--- config.mk ---
export PLATFORM = sky130hd
export DESIGN_NAME = audio_pdm_output_flat
export DESIGN_NICKNAME = d
export VERILOG_FILES = /design/src/rtl/audio_pdm_output_if.sv /design/src/rtl/audio_pdm_output.sv /design/src/flat_wrapper.sv
export SDC_FILE = /design/constraint.sdc
export NUM_CORES = 1
export LEC_CHECK = 0
export ABC_AREA = 1
export BUFFER_PORTS_ARGS = -buffer_cell sky130_fd_sc_hd__buf_4
export CAP_MARGIN = 25
export CORE_ASPECT_RATIO = 0.8
export CORE_MARGIN = 3
export CORE_UTILIZATION = 51
export DETAILED_ROUTE_END_ITERATION = 12
export GPL_TIMING_DRIVEN = 0
export PLACE_DENSITY = 0.72
export REMOVE_ABC_BUFFERS = 1
export SLEW_MARGIN = 20
export SYNTH_ARGS = -nofsm -noshare
export SYNTH_HDL_FRONTEND = slang
export SYNTH_SLANG_ARGS = --single-unit
--- constraint.sdc ---
create_clock -name clk -period 2 [get_ports clk]
set_input_delay 0 -clock clk [delete_from_list [all_inputs] [get_ports clk]]
set_output_delay 0 -clock clk [all_outputs]
set_load 0.005 [all_outputs]
--- src/rtl/audio_pdm_output_if.sv ---
// Sample stream handshake between the mixer and the PDM sink.
// master drives in_sample/in_valid; slave returns in_ready.
interface audio_pdm_output_if #(
  parameter int BITDEPTH = 12
);
  logic [BITDEPTH-1:0] in_sample;
  logic                in_valid;
  logic                in_ready;

  modport master (
    output in_sample,
    output in_valid,
    input  in_ready
  );

  modport slave (
    input  in_sample,
    input  in_valid,
    output in_ready
  );
endinterface

--- src/rtl/audio_pdm_output.sv ---
// Audio sink: sample FIFO, sample-rate divider, 1st-order PDM.
// Ports: clk, rst (sync, high), enable, in_if (sample handshake),
//   sample_tick, underrun, underrun_cnt, fifo_level, pdm_out.
module audio_pdm_output #(
  parameter int BITDEPTH   = 12,
  parameter int FIFO_DEPTH = 4,
  parameter int SAMPLE_DIV = 1024,
  localparam int PW = $clog2(FIFO_DEPTH),
  localparam int LW = PW + 1
) (
  input  logic          clk,
  input  logic          rst,
  input  logic          enable,
  audio_pdm_output_if.slave in_if,
  output logic          sample_tick,
  output logic          underrun,
  output logic [7:0]    underrun_cnt,
  output logic [LW-1:0] fifo_level,
  output logic          pdm_out
);

  localparam int CW = $clog2(SAMPLE_DIV);
  localparam logic [BITDEPTH-1:0] MID =
    BITDEPTH'(1) << (BITDEPTH - 1);

  logic [BITDEPTH-1:0] mem_q [FIFO_DEPTH];
  logic [PW-1:0]       wr_q, wr_d;
  logic [PW-1:0]       rd_q, rd_d;
  logic [LW-1:0]       level_q, level_d;
  logic [CW-1:0]       cnt_q, cnt_d;
  logic                tick_q, tick_d;
  logic [7:0]          ucnt_q, ucnt_d;
  logic [BITDEPTH-1:0] cur_q, cur_d;
  logic [BITDEPTH-1:0] acc_q, acc_d;
  logic                pdm_q, pdm_d;

  logic                full, empty;
  logic                push, pop;
  logic                at_end;
  logic [BITDEPTH:0]   sum;

  always_comb begin
    full    = level_q == LW'(FIFO_DEPTH);
    empty   = level_q == '0;
    push    = in_if.in_valid && !full;
    // tick_q is the visible sample_tick; the pop rides on it
    pop     = tick_q && !empty;
    at_end  = cnt_q == CW'(SAMPLE_DIV - 1);

    cnt_d   = '0;
    if (enable && !at_end) cnt_d = cnt_q + CW'(1);
    tick_d  = enable && at_end;

    wr_d    = push ? wr_q + PW'(1) : wr_q;
    rd_d    = pop  ? rd_q + PW'(1) : rd_q;
    level_d = level_q + LW'(push) - LW'(pop);

    ucnt_d  = ucnt_q;
    if (tick_q && empty && ucnt_q != 8'hFF)
      ucnt_d = ucnt_q + 8'd1;

    cur_d   = pop ? mem_q[rd_q] : cur_q;

    // carry out of the accumulator is the PDM bit
    sum     = {1'b0, acc_q} + {1'b0, cur_q};
    acc_d   = sum[BITDEPTH-1:0];
    pdm_d   = sum[BITDEPTH];
  end

  always_ff @(posedge clk) begin
    if (push) mem_q[wr_q] <= in_if.in_sample;
  end

  always_ff @(posedge clk) begin
    if (rst) begin
      wr_q    <= '0;
      rd_q    <= '0;
      level_q <= '0;
      cnt_q   <= '0;
      tick_q  <= 1'b0;
      ucnt_q  <= '0;
      cur_q   <= MID;
      acc_q   <= '0;
      pdm_q   <= 1'b0;
    end else begin
      wr_q    <= wr_d;
      rd_q    <= rd_d;
      level_q <= level_d;
      cnt_q   <= cnt_d;
      tick_q  <= tick_d;
      ucnt_q  <= ucnt_d;
      cur_q   <= cur_d;
      acc_q   <= acc_d;
      pdm_q   <= pdm_d;
    end
  end

  assign in_if.in_ready = !full;
  assign sample_tick    = tick_q;
  assign underrun       = tick_q && empty;
  assign underrun_cnt   = ucnt_q;
  assign fifo_level     = level_q;
  assign pdm_out        = pdm_q;

endmodule

--- src/flat_wrapper.sv ---
// flat-port wrapper written by rule: the top's interface ports become plain ports
module audio_pdm_output_flat 
#(
  parameter int BITDEPTH   = 12,
  parameter int FIFO_DEPTH = 4,
  parameter int SAMPLE_DIV = 1024,
  localparam int PW = $clog2(FIFO_DEPTH),
  localparam int LW = PW + 1
)
  (clk, rst, enable, sample_tick, underrun, underrun_cnt, fifo_level, pdm_out, in_if_in_sample, in_if_in_valid, in_if_in_ready);
  audio_pdm_output_if #(.BITDEPTH(BITDEPTH)) in_if_i ();
  input  logic clk;
  input  logic rst;
  input  logic enable;
  output logic sample_tick;
  output logic underrun;
  output logic [7:0] underrun_cnt;
  output logic [LW-1:0] fifo_level;
  output logic pdm_out;
  input wire logic [$bits(in_if_i.in_sample)-1:0] in_if_in_sample;
  input wire logic [$bits(in_if_i.in_valid)-1:0] in_if_in_valid;
  output wire logic [$bits(in_if_i.in_ready)-1:0] in_if_in_ready;
  assign in_if_i.in_sample = in_if_in_sample;
  assign in_if_i.in_valid = in_if_in_valid;
  assign in_if_in_ready = in_if_i.in_ready;
  audio_pdm_output #(.BITDEPTH(BITDEPTH), .FIFO_DEPTH(FIFO_DEPTH), .SAMPLE_DIV(SAMPLE_DIV)) u_core (.clk(clk), .rst(rst), .enable(enable), .in_if(in_if_i), .sample_tick(sample_tick), .underrun(underrun), .underrun_cnt(underrun_cnt), .fifo_level(fifo_level), .pdm_out(pdm_out));
endmodule
======== Word-level counts from Yosys, hierarchy flattened ========
Memories as Yosys holds them, arrays and structs flattened. A register that Yosys moved wholly into a read port is not among the register bits.
Index checks and enable logic that the tools add are counted.
operators by class
  add/subtract/negate cells ............... 7
  eq/ne operators ......................... 3
  bitwise gates (word level) .............. 1
  multiplexer cells ....................... 2
  reductions and logical operators ........ 11
operators by type and width
  kind                   count
  $add 12x12->13         1
  $add 10x1->10 const B  1
  $eq 10x10->1 const B   1
  $add 8x1->8 const B    1
  $ne 8x8->1 const B     1
  $logic_and 1x1->1      6
  $add 2x1->2 const B    2
  $add 3x1->3            1
  $eq 3x3->1 const B     1
  $logic_not 1->1        3
  $logic_not 3->1        1
  $sub 3x1->3            1
  $mux 1                 2
  $reduce_or 2->1        1
  $not 1->1              1
word-level totals
  memories ................................ 1
  output and inout port bits .............. 15
  logic and storage cells ................. 33
  bits in registers ....................... 39
  bits in writable memories ............... 48
  input port bits ......................... 16
memories
  memory        depth  width  rd ports  clocked after memory_dff  write ports  RTL line                source
  u_core.mem_q  4      12     1         1                         1            audio_pdm_output.sv:26  logic [BITDEPTH-1:0] mem_q [FIFO_DEPTH];

======== Longest topological paths before layout ========
  depth after elaboration ................. 5
  gate-level depth with buffers ........... 13
  depth with buffers taken out ............ 12

======== Least setup slack after synthesis ========
OpenSTA, ideal clock, no wires.
  path kind ............................... register to register
  from .................................... register u_core.level_q[1], in the netlist u_core.fifo_level[1]
  to ...................................... register u_core.level_q[2], in the netlist u_core.fifo_level[2]
  path buffers ............................ 1
  arrival time ............................ 1.900 ns
  clock period less this slack ............ 1.969 ns
  stages on the path, launching flop included .. 14
  path slack .............................. 0.031 ns
  setup time .............................. 0.070 ns
  required time ........................... 1.930 ns
  path through ............................ dfxtp_1 -> inv_1 -> nand3_2 -> nand2_2 -> inv_2 -> buf_2 -> ha_1 -> inv_1 -> ha_1 -> inv_1 -> fa_1 -> inv_1 -> o21ai_0 -> a21oi_1
between the ends
  elaborated cells between the ends (all ways) .. 8
  classes of those cells .................. add/sub: 2; eq/ne: 1; reduce/logical: 5
RTL lines
  what                    RTL line                source
  start, declared         audio_pdm_output.sv:29  logic [LW-1:0] level_q, level_d;
  start signal, assigned  audio_pdm_output.sv:88  level_q <= level_d;
  $logic_not 3->1         audio_pdm_output.sv:44  empty = level_q == '0;
  $logic_not 1->1         audio_pdm_output.sv:47  pop = tick_q && !empty;
  $logic_and 1x1->1       audio_pdm_output.sv:47
  named net u_core.pop    audio_pdm_output.sv:38  logic push, pop;
  $sub 3x1->3             audio_pdm_output.sv:56  level_d = level_q + LW'(push) - LW'(pop);
The timed path passes the listed nets, and every way through them passes these cells.
A chain may end at the register's enable or synchronous reset.

======== Worst setup path in the final report ========
  from .................................... register u_core.level_q[1], in the netlist u_core.fifo_level[1]
  to ...................................... register u_core.level_q[2], in the netlist u_core.fifo_level[2]
between the ends
  word-level cells in the longest chain between the ends .. 5
  elaborated cells between the ends (all ways) .. 8
  classes of those cells .................. add/sub: 2; eq/ne: 1; reduce/logical: 5
RTL lines
  what               RTL line                source
  $eq 3x3->1         audio_pdm_output.sv:43  full = level_q == LW'(FIFO_DEPTH);
  $logic_not 1->1    audio_pdm_output.sv:45  push = in_if.in_valid && !full;
  $logic_and 1x1->1  audio_pdm_output.sv:45
  $add 3x1->3        audio_pdm_output.sv:56
  $sub 3x1->3 *      audio_pdm_output.sv:56
Mark *: on every way between the ends. The rest lies on a longest branch, timed or not.

==> results by group <==
STA
  • Setup slack after layout: 135.0 ps
  • Final period utilization: 93.25%
  • Fin Hold WS: around 120 ps
  • Final Max Slew Viols: 0
  • Highest clock rate: 0.5362 GHz
  • Worst slew pin tran: 748.0 ps
  • Final count of negative-setup-slack endpoints: 0
  • Relative slew margins: roughly half
  • Fin. Hold Viols: 0
  • Unrepaired setup endpoints after global routing: no
  • Fin crit period: ~1900 ps
  • Final Skew: approximately 14 ps

Global routing
  • GRT overflow: 0
  • Largest net degree at the start of global routing: 29
  • Antenna violations before repair: 0
  • Overall routing resource usage: 18.46%
  • Global-route wire length before repair: 14040 um
  • Vias in the first global route: roughly 3200

Setup path
  • CP Capture Type: flip-flop
  • Crit path DAT: 2160 ps
  • WS Path Type: reg2reg
  • Critical path required time: 2300 ps
  • Largest stage delay on the critical path: 360 ps
  • Cells along the critical path: inv_2 -> nand3_4 -> nand2_8 -> clkinv_8 -> ha_4 -> inv_2 -> ha_2 -> inv_1 -> fa_1 -> inv_1 -> o21ai_0 -> a21oi_1
  • Startpoint Class: flip-flop
  • Critical path fanouts, max: 4
  • Crit path max-delay cell type: dfxtp_4

Synth
  • Sequential share of the synthesized area: 55.39%
  • Synthesis-stage register bit count: 99
  • Synth warn: 0
  • Post-synth cell types: 28
  • Synthesized area: 4446 um2
  • Avg Synthesized Cell Area: 8.981 um2
  • Cells after Synth: 495

Routing
  • DRT Wirelength: 8287 um
  • First DRT Iteration DRCs: 160
  • DR WL met2: 3909 um
  • DRC: 0
  • Per-cell routed wire length: around 13 um
  • Via Count: 3303
  • Top Metal Used: met4
  • Met1 Routed Length: approximately 4000 um
  • Final ANT Viol Nets: 0
  • DR WL met3: 342 um
  • Pre-Repair DR Iteration Count: 4
  • Routed vias/inst: 5.027

Place
  • Place WS: -371.3 ps
  • IO buf count: 30
  • DPL Wire Length: slightly below 6000 um
  • Placed cell count: between 600 and 700
  • Placer Congestion: 0.8503

Pwr
  • Sw Share: 24.49%
  • PD cells: 760.7 nW/um2
  • Sequential power share: ~57%
  • Int Pwr: 0.002985 W
  • Leakage: 2.203 nW
  • Max VDD drop: 0.4370 mV
  • Combinational share of power: 8.7%
  • Tot Pwr: slightly below 0.004 W
  • Switching Power: 0.0009684 W
  • Clock network fraction of total power: 34.1%

Final layout
  • Most common cell after layout, fill and taps aside: nand2_1
  • Reg area: ~2500 um2
  • Fraction of layout cells with a size suffix above 1: roughly 14%
  • Filler Cell Count: slightly below 700
  • Finished Layout Cells: 657
  • Final core occ: 63.38%
  • Area Overhead vs Synth: 16.92%
  • Diodes inserted: 0
  • Area of the multi-input gates: 1743 um2
  • Nets@finish: 582
  • Most frequent cells in the layout: 92 x nand2_1, 90 x nor2_1, 50 x inv_1

Floorplanning
  • Core Area: 8200 um2
  • I/O Pins: 31
  • Die area: 9880 um2
  • Rows: 29
  • Die extent in x: 110.4 um
  • Die H: 89.51 um
  • Starting Density: a little over half

Clocking
  • Clock sinks: 99
  • Max Buffers Root-to-Sink: 2
  • Htree depth: 3
  • Clock latency on the worst-skew pair: between 300 and 400 ps
  • CTS tree: done
  • Cts bufs inserted: 9
  • Clock slew at reported path FFs: about 100 ps
  • Clock root buffer: clkbuf_8

Status
  • Status: completed

Worst hold path
  • Hold Crit Class: in2reg

Flow run
  • Max Cap Viol: 0
[layout make-up]
| cell class | count | area share, % |
|---|---|---|
| flip-flops and latches | 99 | 47.52 |
| clock inverters | 7 | 1.685 |
| well taps | 108 | 2.600 |
| multi-input cells | 328 | 33.53 |
| repair buffers | 50 | 7.896 |
| clock buffers | 9 | 2.383 |
| inverters | 56 | 4.381 |
[final timing paths]
kind	start	endpoint	slack, ps	depth (start not counted)
setup / recovery	u_core.fifo_level[1]$_SDFF_PP0_	u_core.fifo_level[2]$_SDFF_PP0_	130	12
hold / removal	in_if_in_valid	u_core.wr_q[1]$_SDFFE_PP0P_	120	3
setup reg to reg	u_core.fifo_level[1]$_SDFF_PP0_	u_core.fifo_level[2]$_SDFF_PP0_	130	12
hold reg to reg	u_core.cnt_q[0]$_SDFF_PP0_	u_core.cnt_q[0]$_SDFF_PP0_	460	1
[cells by family (layout without fill, tap and decap cells)]
group                    count (synthesis)  in the layout  synth area share, %
XOR/XNOR                                12             12                2.364
flip-flops                              99             99                55.39
AO/OA/AOI/OAI                           76             76                8.866
AND/OR/NAND/NOR                        218            218                20.52
buffers and inverters                   68            122                6.332
adder cells (fa/ha/maj)                 22             22                6.530
[through the flow]
step	area, um2	TNS (ps)
after floorplan	4377	0
after global placement	4737	-6796
after detailed placement	4757	-2025
after CTS	5144	-25.59
after global routing	5197	0
final	5197	0
[power groups by stage]
stage	sequential, W	combinational, W	clock, W
floorplan	0.00230	0.000155	0
global placement	0.00230	0.000259	0
detailed placement	0.00231	0.000281	0
CTS	0.00226	0.000322	0.00138
global route	0.00227	0.000387	0.00146
finish	0.00226	0.000345	0.00135
[state kept, by name, indices dropped and copies added, names as in the netlist]
signal and cells:
u_core.mem_q 48, u_core.acc_q 12, u_core.cur_q 12, u_core.cnt_q 10, u_core.underrun_cnt 8, u_core.fifo_level 3
u_core.rd_q 2, u_core.wr_q 2, u_core.pdm_out 1, u_core.sample_tick 1
[synthesized netlist by cell type (all sizes together)]
| library cell | instances | area share, % |
|---|---|---|
| nor3 | 2 | 0.48 |
| ha | 20 | 5.6 |
| o21ai | 44 | 5.0 |
| edfxtp | 48 | 32 |
| buf | 7 | 0.90 |
| nand2 | 98 | 8.7 |
| nor2 | 96 | 8.4 |
| nand4 | 2 | 0.28 |
| o22ai | 11 | 1.5 |
| dfxtp | 51 | 23 |
| xor2 | 7 | 1.4 |
| clkbuf | 5 | 0.65 |
| clkinv | 1 | 0.084 |
| a21oi | 21 | 2.4 |
| xnor2 | 5 | 0.99 |
| inv | 55 | 4.7 |
| nand3 | 20 | 2.6 |
| fa | 2 | 0.90 |
[worst max-delay path: cells and delay by family (launching register included)]
family                     cells  cell delay (ps)
and+or+nand+nor                2              190
adders and majority gates      3              710
buffers and inverters          5              290
AOI/OAI and AO/OA              2              230
DFF                            1              360
[layer usage]
| layer | global-route usage (%) | vias up |
|---|---|---|
| met5 | 0 | - |
| met3 | 4.693 | 11 |
| li1 | - | 1710 |
| met2 | 32.10 | 53 |
| met4 | 6.040 | 0 |
| met1 | 22.61 | 1529 |
[repair_timing]
action | 4_1_cts | 5_1_grt
pin swaps | 1 | 2
gates resized for setup | 7 | 11
hold endpoints to repair | 63 | 0
hold buffers | 14 | 0
buffers inserted | 1 | 3
setup endpoints to repair | 14 | 2
(Power assumes the default switching activity.)
